`config.mk`:
```
export PLATFORM = sky130hd
export DESIGN_NAME = alu_seq_flat
export DESIGN_NICKNAME = d
export VERILOG_FILES = /design/src/rtl/alu_seq_if.sv /design/src/rtl/alu_seq.sv /design/src/flat_wrapper.sv
export SDC_FILE = /design/constraint.sdc
export NUM_CORES = 1
export LEC_CHECK = 0
export BUFFER_PORTS_ARGS = -buffer_cell sky130_fd_sc_hd__buf_2
export CAP_MARGIN = 20
export CORE_MARGIN = 2
export CORE_UTILIZATION = 32
export CTS_BUF_LIST = sky130_fd_sc_hd__clkbuf_2 sky130_fd_sc_hd__clkbuf_4 sky130_fd_sc_hd__clkbuf_8
export DETAILED_ROUTE_END_ITERATION = 12
export MAX_ROUTING_LAYER = met4
export PLACE_DENSITY = 0.58
export SLEW_MARGIN = 25
export SYNTH_ARGS = -nofsm -noshare
export SYNTH_HDL_FRONTEND = slang
export SYNTH_SLANG_ARGS = --single-unit
export TNS_END_PERCENT = 30
```
`constraint.sdc`:
```
create_clock -name clk -period 5.3 [get_ports clk]
set_input_delay 0.265 -clock clk [delete_from_list [all_inputs] [get_ports clk]]
set_output_delay 0.265 -clock clk [all_outputs]
set_load 0.01 [all_outputs]
```
`src/rtl/alu_seq_if.sv`:
```
// alu_seq_if: request/response bundle for the sequential ALU.
// master = execute-stage driver, slave = the ALU itself.
interface alu_seq_if #(
  parameter int WIDTH = 16
);
  logic             in_valid;
  logic             in_ready;
  logic [3:0]       op;
  logic [WIDTH-1:0] a;
  logic [WIDTH-1:0] b;
  logic             cin;
  logic             inv_a;
  logic             inv_b;
  logic             sign;
  logic             out_valid;
  logic             out_ready;
  logic [WIDTH-1:0] out;
  logic [WIDTH-1:0] out_hi;
  logic             ofl;
  logic             zero;
  logic             neg;
  logic             dz;
  logic             illegal;

  modport master (
    output in_valid, op, a, b, cin, inv_a, inv_b, sign, out_ready,
    input  in_ready, out_valid, out, out_hi, ofl, zero, neg, dz, illegal
  );

  modport slave (
    input  in_valid, op, a, b, cin, inv_a, inv_b, sign, out_ready,
    output in_ready, out_valid, out, out_hi, ofl, zero, neg, dz, illegal
  );
endinterface

```
`src/rtl/alu_seq.sv`:
```
// alu_seq: handshaked ALU. Ops 0-7 finish in one cycle; multiply and
// divide iterate one bit per cycle on operand magnitudes and fix the
// signs of the double-width result at the end.
module alu_seq #(
  parameter  int WIDTH = 16,
  localparam int SW    = $clog2(WIDTH)
) (
  input logic      clk,
  input logic      rst_n,
  alu_seq_if.slave bus
);

  typedef enum logic [1:0] {IDLE, MUL, DIV, DONE} state_t;

  state_t           state_q, state_d;
  logic [WIDTH-1:0] m_q, m_d;        // multiplicand or divisor magnitude
  logic [WIDTH-1:0] hi_q, hi_d;      // partial product high / running remainder
  logic [WIDTH-1:0] lo_q, lo_d;      // multiplier bits / dividend-quotient bits
  logic [WIDTH-1:0] araw_q, araw_d;  // original dividend, returned on divide by zero
  logic [SW-1:0]    cnt_q, cnt_d;
  logic             sgn_q, sgn_d;
  logic             flip_lo_q, flip_lo_d;  // negate product / quotient
  logic             flip_hi_q, flip_hi_d;  // negate remainder
  logic             bzero_q, bzero_d;
  logic             minov_q, minov_d;      // signed MIN / -1
  logic [WIDTH-1:0] out_q, out_d, out_hi_q, out_hi_d;
  logic             ofl_q, ofl_d, zero_q, zero_d, neg_q, neg_d;
  logic             dz_q, dz_d, illegal_q, illegal_d;

  logic [WIDTH-1:0]   a_p, b_p, alu_res, mag_a, mag_b;
  logic [SW-1:0]      amt;
  logic [2*WIDTH-1:0] rot;
  logic [WIDTH:0]     sum;
  logic               alu_ofl;

  // Single-cycle ops on the (optionally inverted) request operands
  always_comb begin
    a_p     = bus.inv_a ? ~bus.a : bus.a;
    b_p     = bus.inv_b ? ~bus.b : bus.b;
    amt     = b_p[SW-1:0];
    rot     = {a_p, a_p} << amt;
    sum     = {1'b0, a_p} + {1'b0, b_p} + {{WIDTH{1'b0}}, bus.cin};
    alu_res = '0;
    alu_ofl = 1'b0;
    case (bus.op[2:0])
      3'd0: alu_res = rot[2*WIDTH-1:WIDTH];
      3'd1: alu_res = a_p << amt;
      3'd2: alu_res = $signed(a_p) >>> amt;
      3'd3: alu_res = a_p >> amt;
      3'd4: begin
        alu_res = sum[WIDTH-1:0];
        // carry into the MSB is recovered from the MSB sum bit
        alu_ofl = bus.sign ? ((a_p[WIDTH-1] ^ b_p[WIDTH-1] ^ sum[WIDTH-1]) ^ sum[WIDTH])
                           : sum[WIDTH];
      end
      3'd5: alu_res = a_p | b_p;
      3'd6: alu_res = a_p ^ b_p;
      default: alu_res = a_p & b_p;
    endcase
    mag_a = (bus.sign && bus.a[WIDTH-1]) ? -bus.a : bus.a;
    mag_b = (bus.sign && bus.b[WIDTH-1]) ? -bus.b : bus.b;
  end

  logic [WIDTH:0]     msum, dshift, ddiff;
  logic [WIDTH-1:0]   it_hi, it_lo, quo, rem;
  logic [2*WIDTH-1:0] prod;

  // One multiply (shift-add) or divide (restoring) step plus sign fix-up
  always_comb begin
    msum   = {1'b0, hi_q} + {1'b0, {WIDTH{lo_q[0]}} & m_q};
    dshift = {hi_q, lo_q[WIDTH-1]};
    ddiff  = dshift - {1'b0, m_q};
    if (state_q == MUL) begin
      it_hi = msum[WIDTH:1];
      it_lo = {msum[0], lo_q[WIDTH-1:1]};
    end else begin
      it_hi = ddiff[WIDTH] ? dshift[WIDTH-1:0] : ddiff[WIDTH-1:0];
      it_lo = {lo_q[WIDTH-2:0], ~ddiff[WIDTH]};
    end
    prod = flip_lo_q ? -{it_hi, it_lo} : {it_hi, it_lo};
    quo  = flip_lo_q ? -it_lo : it_lo;
    rem  = flip_hi_q ? -it_hi : it_hi;
  end

  logic             load;
  logic [WIDTH-1:0] res_out, res_hi;
  logic             res_ofl, res_dz, res_ill;

  // Next-state, operand capture and result load
  always_comb begin
    state_d   = state_q;
    m_d       = m_q;
    hi_d      = hi_q;
    lo_d      = lo_q;
    araw_d    = araw_q;
    cnt_d     = cnt_q;
    sgn_d     = sgn_q;
    flip_lo_d = flip_lo_q;
    flip_hi_d = flip_hi_q;
    bzero_d   = bzero_q;
    minov_d   = minov_q;
    out_d     = out_q;
    out_hi_d  = out_hi_q;
    ofl_d     = ofl_q;
    zero_d    = zero_q;
    neg_d     = neg_q;
    dz_d      = dz_q;
    illegal_d = illegal_q;
    load      = 1'b0;
    res_out   = '0;
    res_hi    = '0;
    res_ofl   = 1'b0;
    res_dz    = 1'b0;
    res_ill   = 1'b0;
    case (state_q)
      IDLE: begin
        if (bus.in_valid) begin
          araw_d    = bus.a;
          sgn_d     = bus.sign;
          flip_lo_d = bus.sign & (bus.a[WIDTH-1] ^ bus.b[WIDTH-1]);
          flip_hi_d = bus.sign & bus.a[WIDTH-1];
          bzero_d   = (bus.b == '0);
          minov_d   = bus.sign && (bus.a == {1'b1, {(WIDTH-1){1'b0}}}) && (&bus.b);
          hi_d      = '0;
          cnt_d     = '0;
          if (bus.op == 4'd8) begin
            state_d = MUL;
            m_d     = mag_a;
            lo_d    = mag_b;
          end else if (bus.op == 4'd9) begin
            state_d = DIV;
            m_d     = mag_b;
            lo_d    = mag_a;
          end else begin
            state_d = DONE;
            load    = 1'b1;
            res_out = bus.op[3] ? '0 : alu_res;
            res_ofl = ~bus.op[3] & alu_ofl;
            res_ill = bus.op[3];
          end
        end
      end
      MUL, DIV: begin
        hi_d  = it_hi;
        lo_d  = it_lo;
        cnt_d = cnt_q + 1'b1;
        if (cnt_q == SW'(WIDTH-1)) begin
          state_d = DONE;
          load    = 1'b1;
          if (state_q == MUL) begin
            res_out = prod[WIDTH-1:0];
            res_hi  = prod[2*WIDTH-1:WIDTH];
            res_ofl = sgn_q ? (prod[2*WIDTH-1:WIDTH] != {WIDTH{prod[WIDTH-1]}})
                            : (prod[2*WIDTH-1:WIDTH] != '0);
          end else if (bzero_q) begin
            res_out = '1;
            res_hi  = araw_q;
            res_dz  = 1'b1;
          end else begin
            res_out = quo;
            res_hi  = rem;
            res_ofl = minov_q;
          end
        end
      end
      DONE: begin
        if (bus.out_ready) state_d = IDLE;
      end
      default: state_d = IDLE;
    endcase
    if (load) begin
      out_d     = res_out;
      out_hi_d  = res_hi;
      ofl_d     = res_ofl;
      dz_d      = res_dz;
      illegal_d = res_ill;
      zero_d    = (res_out == '0);
      neg_d     = res_out[WIDTH-1];
    end
  end

  // State and datapath registers; reset abandons any iteration in flight
  always_ff @(posedge clk or negedge rst_n) begin
    if (!rst_n) begin
      state_q   <= IDLE;
      m_q       <= '0;
      hi_q      <= '0;
      lo_q      <= '0;
      araw_q    <= '0;
      cnt_q     <= '0;
      sgn_q     <= 1'b0;
      flip_lo_q <= 1'b0;
      flip_hi_q <= 1'b0;
      bzero_q   <= 1'b0;
      minov_q   <= 1'b0;
      out_q     <= '0;
      out_hi_q  <= '0;
      ofl_q     <= 1'b0;
      zero_q    <= 1'b0;
      neg_q     <= 1'b0;
      dz_q      <= 1'b0;
      illegal_q <= 1'b0;
    end else begin
      state_q   <= state_d;
      m_q       <= m_d;
      hi_q      <= hi_d;
      lo_q      <= lo_d;
      araw_q    <= araw_d;
      cnt_q     <= cnt_d;
      sgn_q     <= sgn_d;
      flip_lo_q <= flip_lo_d;
      flip_hi_q <= flip_hi_d;
      bzero_q   <= bzero_d;
      minov_q   <= minov_d;
      out_q     <= out_d;
      out_hi_q  <= out_hi_d;
      ofl_q     <= ofl_d;
      zero_q    <= zero_d;
      neg_q     <= neg_d;
      dz_q      <= dz_d;
      illegal_q <= illegal_d;
    end
  end

  assign bus.in_ready  = (state_q == IDLE);
  assign bus.out_valid = (state_q == DONE);
  assign bus.out       = out_q;
  assign bus.out_hi    = out_hi_q;
  assign bus.ofl       = ofl_q;
  assign bus.zero      = zero_q;
  assign bus.neg       = neg_q;
  assign bus.dz        = dz_q;
  assign bus.illegal   = illegal_q;

endmodule

```
`src/flat_wrapper.sv`:
```
// flat-port wrapper written by rule: the top's interface ports become plain ports
module alu_seq_flat 
#(
  parameter  int WIDTH = 16,
  localparam int SW    = $clog2(WIDTH)
)
  (clk, rst_n, bus_in_valid, bus_op, bus_a, bus_b, bus_cin, bus_inv_a, bus_inv_b, bus_sign, bus_out_ready, bus_in_ready, bus_out_valid, bus_out, bus_out_hi, bus_ofl, bus_zero, bus_neg, bus_dz, bus_illegal);
  alu_seq_if #(.WIDTH(WIDTH)) bus_i ();
  input logic clk;
  input logic rst_n;
  input wire logic [$bits(bus_i.in_valid)-1:0] bus_in_valid;
  input wire logic [$bits(bus_i.op)-1:0] bus_op;
  input wire logic [$bits(bus_i.a)-1:0] bus_a;
  input wire logic [$bits(bus_i.b)-1:0] bus_b;
  input wire logic [$bits(bus_i.cin)-1:0] bus_cin;
  input wire logic [$bits(bus_i.inv_a)-1:0] bus_inv_a;
  input wire logic [$bits(bus_i.inv_b)-1:0] bus_inv_b;
  input wire logic [$bits(bus_i.sign)-1:0] bus_sign;
  input wire logic [$bits(bus_i.out_ready)-1:0] bus_out_ready;
  output wire logic [$bits(bus_i.in_ready)-1:0] bus_in_ready;
  output wire logic [$bits(bus_i.out_valid)-1:0] bus_out_valid;
  output wire logic [$bits(bus_i.out)-1:0] bus_out;
  output wire logic [$bits(bus_i.out_hi)-1:0] bus_out_hi;
  output wire logic [$bits(bus_i.ofl)-1:0] bus_ofl;
  output wire logic [$bits(bus_i.zero)-1:0] bus_zero;
  output wire logic [$bits(bus_i.neg)-1:0] bus_neg;
  output wire logic [$bits(bus_i.dz)-1:0] bus_dz;
  output wire logic [$bits(bus_i.illegal)-1:0] bus_illegal;
  assign bus_i.in_valid = bus_in_valid;
  assign bus_i.op = bus_op;
  assign bus_i.a = bus_a;
  assign bus_i.b = bus_b;
  assign bus_i.cin = bus_cin;
  assign bus_i.inv_a = bus_inv_a;
  assign bus_i.inv_b = bus_inv_b;
  assign bus_i.sign = bus_sign;
  assign bus_i.out_ready = bus_out_ready;
  assign bus_in_ready = bus_i.in_ready;
  assign bus_out_valid = bus_i.out_valid;
  assign bus_out = bus_i.out;
  assign bus_out_hi = bus_i.out_hi;
  assign bus_ofl = bus_i.ofl;
  assign bus_zero = bus_i.zero;
  assign bus_neg = bus_i.neg;
  assign bus_dz = bus_i.dz;
  assign bus_illegal = bus_i.illegal;
  alu_seq #(.WIDTH(WIDTH)) u_core (.clk(clk), .rst_n(rst_n), .bus(bus_i));
endmodule
```
==> results.py <==
metrics = {
    "die": {
        "chipWidth_um": 211,
        "boundaryPins": 83,
        "fp.dieArea_um2": 44400,
        "dieHeight_um": 211,
        "placement_rows": 75,
        "initial_utilization_pct": 32.6,
        "placeableCoreArea_um2": 42000,
    },
    "route": {
        "routed_wl_um": 54100,
        "post_drt_wl_per_cell_um": 22.6,
        "drc_markers": 0,
        "avgViaCountPerCell": 5.93,
        "overall_via_count_from_detail_route": 14200,
        "firstDrtPassIters": 5,
        "detail-route-antenna-nets": 0,
        "count_of_routing_violations_after_the_opening_detailed_route_iteration": 1506,
    },
    "worst_setup_path": {
        "crit_path_max_incr_delay_ns": 0.42,
        "worstPathBufferInverterCount": 4,
        "criticalPathCategory": "flip-flop to flip-flop",
        "slowest_stage": "sky130_fd_sc_hd__or4_1",
        "cp_cell_sequence": "ha_1, and2_4, or4_1, buf_4, o211ai_1, o211ai_4, buf_4, a211oi_2, inv_1, ha_1, nand2_1, nor3b_1, mux2i_1, mux2_2, a22oi_1, buf_4, and3_1, a311o_1, a211o_1, nor4_2, nand4_1, o211ai_1, a21oi_1",
        "required_ns": 5.59,
        "crit_path_start_kind": "flip-flop",
        "critical_path_arrival_ns": 5.34,
        "cpLargestDelayFamily": "compound AO/OA/AOI/OAI gates",
        "crit_top_cell": "sky130_fd_sc_hd__buf_4",
        "timing.critical_path.to_type": "flip-flop",
        "maximum_net_fanout_on_the_critical_path": 16,
    },
    "place": {
        "pre_cts_ws_ns": 0.0371,
        "gpl.final_weighted_congestion": 1.00,
        "dp_hpwl_um": 42300,
        "placed_area_um2": 14800,
        "io_buffers": 82,
    },
    "yosys": {
        "synthSimpleGateAreaFrac_pct": 20.5,
        "synthMuxAreaShare_pct": 8.18,
        "syn_nets": 1937,
        "synth_edf_count": 0,
        "area_of_the_mapped_netlist_um2": 13700,
        "synth-async-reset-ratio_pct": 100,
        "post_synth_inst_count": 1813,
        "synth_cell_types": 93,
        "leading_register_cell_type_out_of_synthesis": "sky130_fd_sc_hd__dfrtp_1",
        "synth-seq-cells": 111,
        "yosysWarnings": 0,
        "synth.yosys.seq_area_share_pct": 20.3,
        "synth_compound_gate_area_share_pct": 28.2,
        "synth_top_family_by_area": "compound AO/OA/AOI/OAI gates",
        "synth_fa_ha_area_share_pct": 7.53,
        "synth_xor_xnor_area_share_pct": 9.33,
        "post_synth.cell_area_avg_um2": 7.55,
    },
    "timing": {
        "skew_ns": 0.0215,
        "fin_setup_tns_ns": 0,
        "finalHoldViolCount": 0,
        "clock.fmax_ghz": 0.198,
        "maxSlewHeadroom_pct": 42.4,
        "final.setup.worst_slack_ns": 0.248,
        "finalCritPeriodShare_pct": 95.3,
        "transition_time_at_the_pin_with_the_least_slew_margin_ns": 0.865,
        "period_minus_slack_ns": 5.05,
        "slew_viol_final": 0,
        "final-setup-viol-count": 0,
    },
    "global_route": {
        "globalRoute.totalOverflow": 0,
        "grt.total_usage_pct": 24.8,
        "via_count_of_the_first_global_routing_pass": 13400,
        "grt_start_max_net_pins": 60,
        "antenna_found_initial": 2,
        "grt_first_pass_wirelength_um": 82100,
    },
    "power": {
        "cellPowerDensity_nw_per_um2": 587,
        "vdd_drop_max_mv": 0.284,
        "total_leakage_power_nw": 6.58,
    },
    "clock_tree": {
        "clkLatencyLatePin_ns": 0.42,
        "cts_buffer_depth": 2,
        "cts.htree.levels": 3,
        "cts_buffers": 9,
        "numClockSinks": 111,
        "tritoncts": "done",
        "clock-root-buffer": "sky130_fd_sc_hd__clkbuf_8",
        "worst_setup_hold_path_clk_slew_ns": 0.13,
    },
    "final_layout": {
        "fin_area_um2": 15100,
        "final_layout_size_suffix_gt1_share_pct": 13.9,
        "finalNetCount": 1977,
        "area.growth.synth_to_final_pct": 10.5,
    },
    "run_status": {
        "run_status": "finished clean",
    },
    "job": {
        "cap_viol_max_count": 0,
    },
    "worst_hold_path": {
        "worst_hold_path_type": "primary input to flip-flop",
    },
}
-- flip-flops by register name, summed over array words and instances (netlist names) --
name and count:
u_core.cnt_q 4, u_core.bzero_q 1, u_core.bus.dz 1, u_core.araw_q 16, u_core.lo_q 16, u_core.flip_hi_q 1
u_core.bus.zero 1, u_core.bus.illegal 1, u_core.flip_lo_q 1, u_core.minov_q 1, u_core.bus.ofl 1, u_core.bus.out 15
u_core.state_q 2, u_core.bus.neg 1, u_core.hi_q 16, u_core.sgn_q 1, u_core.m_q 16, u_core.bus.out_hi 16
-- report_power, final --
part,total [mW],switching (mW),internal (mW)
sequential,1.45,0.300,1.15
clock,0.535,0.342,0.193
combinational,6.89,4.28,2.60
-- cells by family after synthesis --
| logic type | count (synthesis) |
|---|---|
| muxes | 95 |
| DFF | 111 |
| buffers and inverters | 211 |
| xor gates and xnor gates | 145 |
| and+or+nand+nor | 582 |
| AOI/OAI and AO/OA | 589 |
| adders and majority gates | 80 |
-- worst reg2reg max path, cell delays in order, from the launching register on --
cell and delay, ns:
sky130_fd_sc_hd__dfrtp_1 0.41, sky130_fd_sc_hd__ha_1 0.34, sky130_fd_sc_hd__and2_4 0.18, sky130_fd_sc_hd__or4_1 0.42
sky130_fd_sc_hd__buf_4 0.18, sky130_fd_sc_hd__o211ai_1 0.34, sky130_fd_sc_hd__o211ai_4 0.13, sky130_fd_sc_hd__buf_4 0.24
sky130_fd_sc_hd__a211oi_2 0.23, sky130_fd_sc_hd__inv_1 0.09, sky130_fd_sc_hd__ha_1 0.24, sky130_fd_sc_hd__nand2_1 0.14
sky130_fd_sc_hd__nor3b_1 0.07, sky130_fd_sc_hd__mux2i_1 0.15, sky130_fd_sc_hd__mux2_2 0.18, sky130_fd_sc_hd__a22oi_1 0.07
sky130_fd_sc_hd__buf_4 0.19, sky130_fd_sc_hd__and3_1 0.21, sky130_fd_sc_hd__a311o_1 0.27, sky130_fd_sc_hd__a211o_1 0.26
sky130_fd_sc_hd__nor4_2 0.25, sky130_fd_sc_hd__nand4_1 0.15, sky130_fd_sc_hd__o211ai_1 0.12, sky130_fd_sc_hd__a21oi_1 0.09
-- routing by layer --
metal	routed length, µm	GRT usage [%]
met4	1400	7.29
met3	3400	1.83
met1	24500	34.0
met2	24800	39.3
met5	0	-
-- synth_stat cells, types with 7 or more instances --
cell / n / area (µm²)
sky130_fd_sc_hd__o31ai_1: 14 / 105
sky130_fd_sc_hd__buf_1: 19 / 71.3
sky130_fd_sc_hd__ha_1: 76 / 951
sky130_fd_sc_hd__inv_1: 79 / 297
sky130_fd_sc_hd__or3_1: 14 / 87.6
sky130_fd_sc_hd__nor4_1: 12 / 75.1
sky130_fd_sc_hd__a31oi_1: 13 / 81.3
sky130_fd_sc_hd__nand3_1: 26 / 130
sky130_fd_sc_hd__xnor2_1: 77 / 674
sky130_fd_sc_hd__o21a_1: 28 / 210
sky130_fd_sc_hd__nand2b_1: 26 / 163
sky130_fd_sc_hd__o21bai_1: 8 / 60.1
sky130_fd_sc_hd__nor2_1: 173 / 649
sky130_fd_sc_hd__a211oi_1: 29 / 218
sky130_fd_sc_hd__mux4_2: 11 / 248
sky130_fd_sc_hd__and2_1: 24 / 150
sky130_fd_sc_hd__mux2_2: 25 / 282
sky130_fd_sc_hd__or4_1: 7 / 52.6
sky130_fd_sc_hd__mux2i_1: 59 / 591
sky130_fd_sc_hd__or2_2: 9 / 56.3
sky130_fd_sc_hd__buf_2: 8 / 40.0
sky130_fd_sc_hd__nor2b_1: 13 / 81.3
sky130_fd_sc_hd__xor2_1: 67 / 587
sky130_fd_sc_hd__nor3_1: 44 / 220
sky130_fd_sc_hd__o211ai_1: 18 / 135
sky130_fd_sc_hd__o22ai_1: 9 / 56.3
sky130_fd_sc_hd__nand4_1: 16 / 100
sky130_fd_sc_hd__nand2_1: 174 / 653
sky130_fd_sc_hd__a22o_1: 27 / 236
sky130_fd_sc_hd__a21oi_1: 164 / 821
sky130_fd_sc_hd__o21ai_0: 155 / 776
sky130_fd_sc_hd__nor3b_1: 8 / 60.1
sky130_fd_sc_hd__dfrtp_1: 111 / 2780
sky130_fd_sc_hd__a21o_1: 21 / 158
sky130_fd_sc_hd__and3_1: 11 / 68.8
sky130_fd_sc_hd__clkbuf_1: 99 / 372
sky130_fd_sc_hd__a22oi_1: 7 / 52.6
-- path summary, 6_finish.rpt --
kind | startpoint | to | slack, ns | cells past startpoint
hold / removal | bus_b[15] | u_core.bzero_q | 0.14 | 2
hold reg to reg | u_core.bus.out[10] | u_core.bus.out[10] | 0.49 | 1
setup / recovery | u_core.hi_q[6] | u_core.bus.ofl | 0.25 | 23
setup reg to reg | u_core.hi_q[6] | u_core.bus.ofl | 0.25 | 23
max in group asynchronous | rst_n | u_core.bus.out_hi[5] | 3.59 | 3
min in group asynchronous | rst_n | u_core.hi_q[7] | 0.47 | 2
-- layout by cell type (no fill, tap or decap), drive strengths merged, types with 7 or more instances in the layout --
cell type / count
xnor2: 78
inv: 83
nor3: 44
a22o: 27
nor2: 174
clkbuf: 10
a31oi: 13
nor3b: 8
nand4: 17
mux4: 11
dfrtp: 111
nand3: 26
or2: 9
nor2b: 13
a211oi: 34
ha: 76
xor2: 67
o22ai: 9
and2: 25
or4: 8
a21oi: 164
and3: 11
nand2b: 26
a22oi: 7
o21a: 29
o31ai: 15
o21ai: 159
or3: 14
o41ai: 8
o21bai: 8
buf: 157
o211ai: 20
nor4: 13
nor4b: 7
nand2: 174
mux2i: 59
a21o: 21
mux2: 25
-- cell type report --
type / instances / area [µm²]
clock inverter: 6 / 52.6
antenna: 2 / 5.00
sequential: 111 / 2780
multi-input combinational: 1491 / 10200
inverter: 82 / 308
clock buffer: 10 / 138
timing repair buffer: 158 / 986
fill: 4486 / 26900
tap: 539 / 674
-- per-stage QoR --
stage | power (mW) | hold slack (ns) | instances | utilization (%)
3_5_place_dp | 8.12 | 0.416 | 2377 | 35.3
6_report | 8.88 | 0.136 | 2399 | 36.0
5_1_grt | 9.54 | 0.144 | 2398 | 36.0
3_3_place_gp | 8.04 | 0.418 | 2377 | 35.3
4_1_cts | 8.68 | 0.118 | 2394 | 35.8
2_1_floorplan | 6.06 | -0.0306 | 1813 | -
-- repair_timing --
action                                  in CTS  in global routing
endpoints found under the hold margin       58                  0
buffers inserted                             0                  3
resized for setup                            0                 14
endpoints found under the setup margin       0                  4
hold buffers                                 1                  0
No activity file was read; power rests on OpenSTA's default activity.
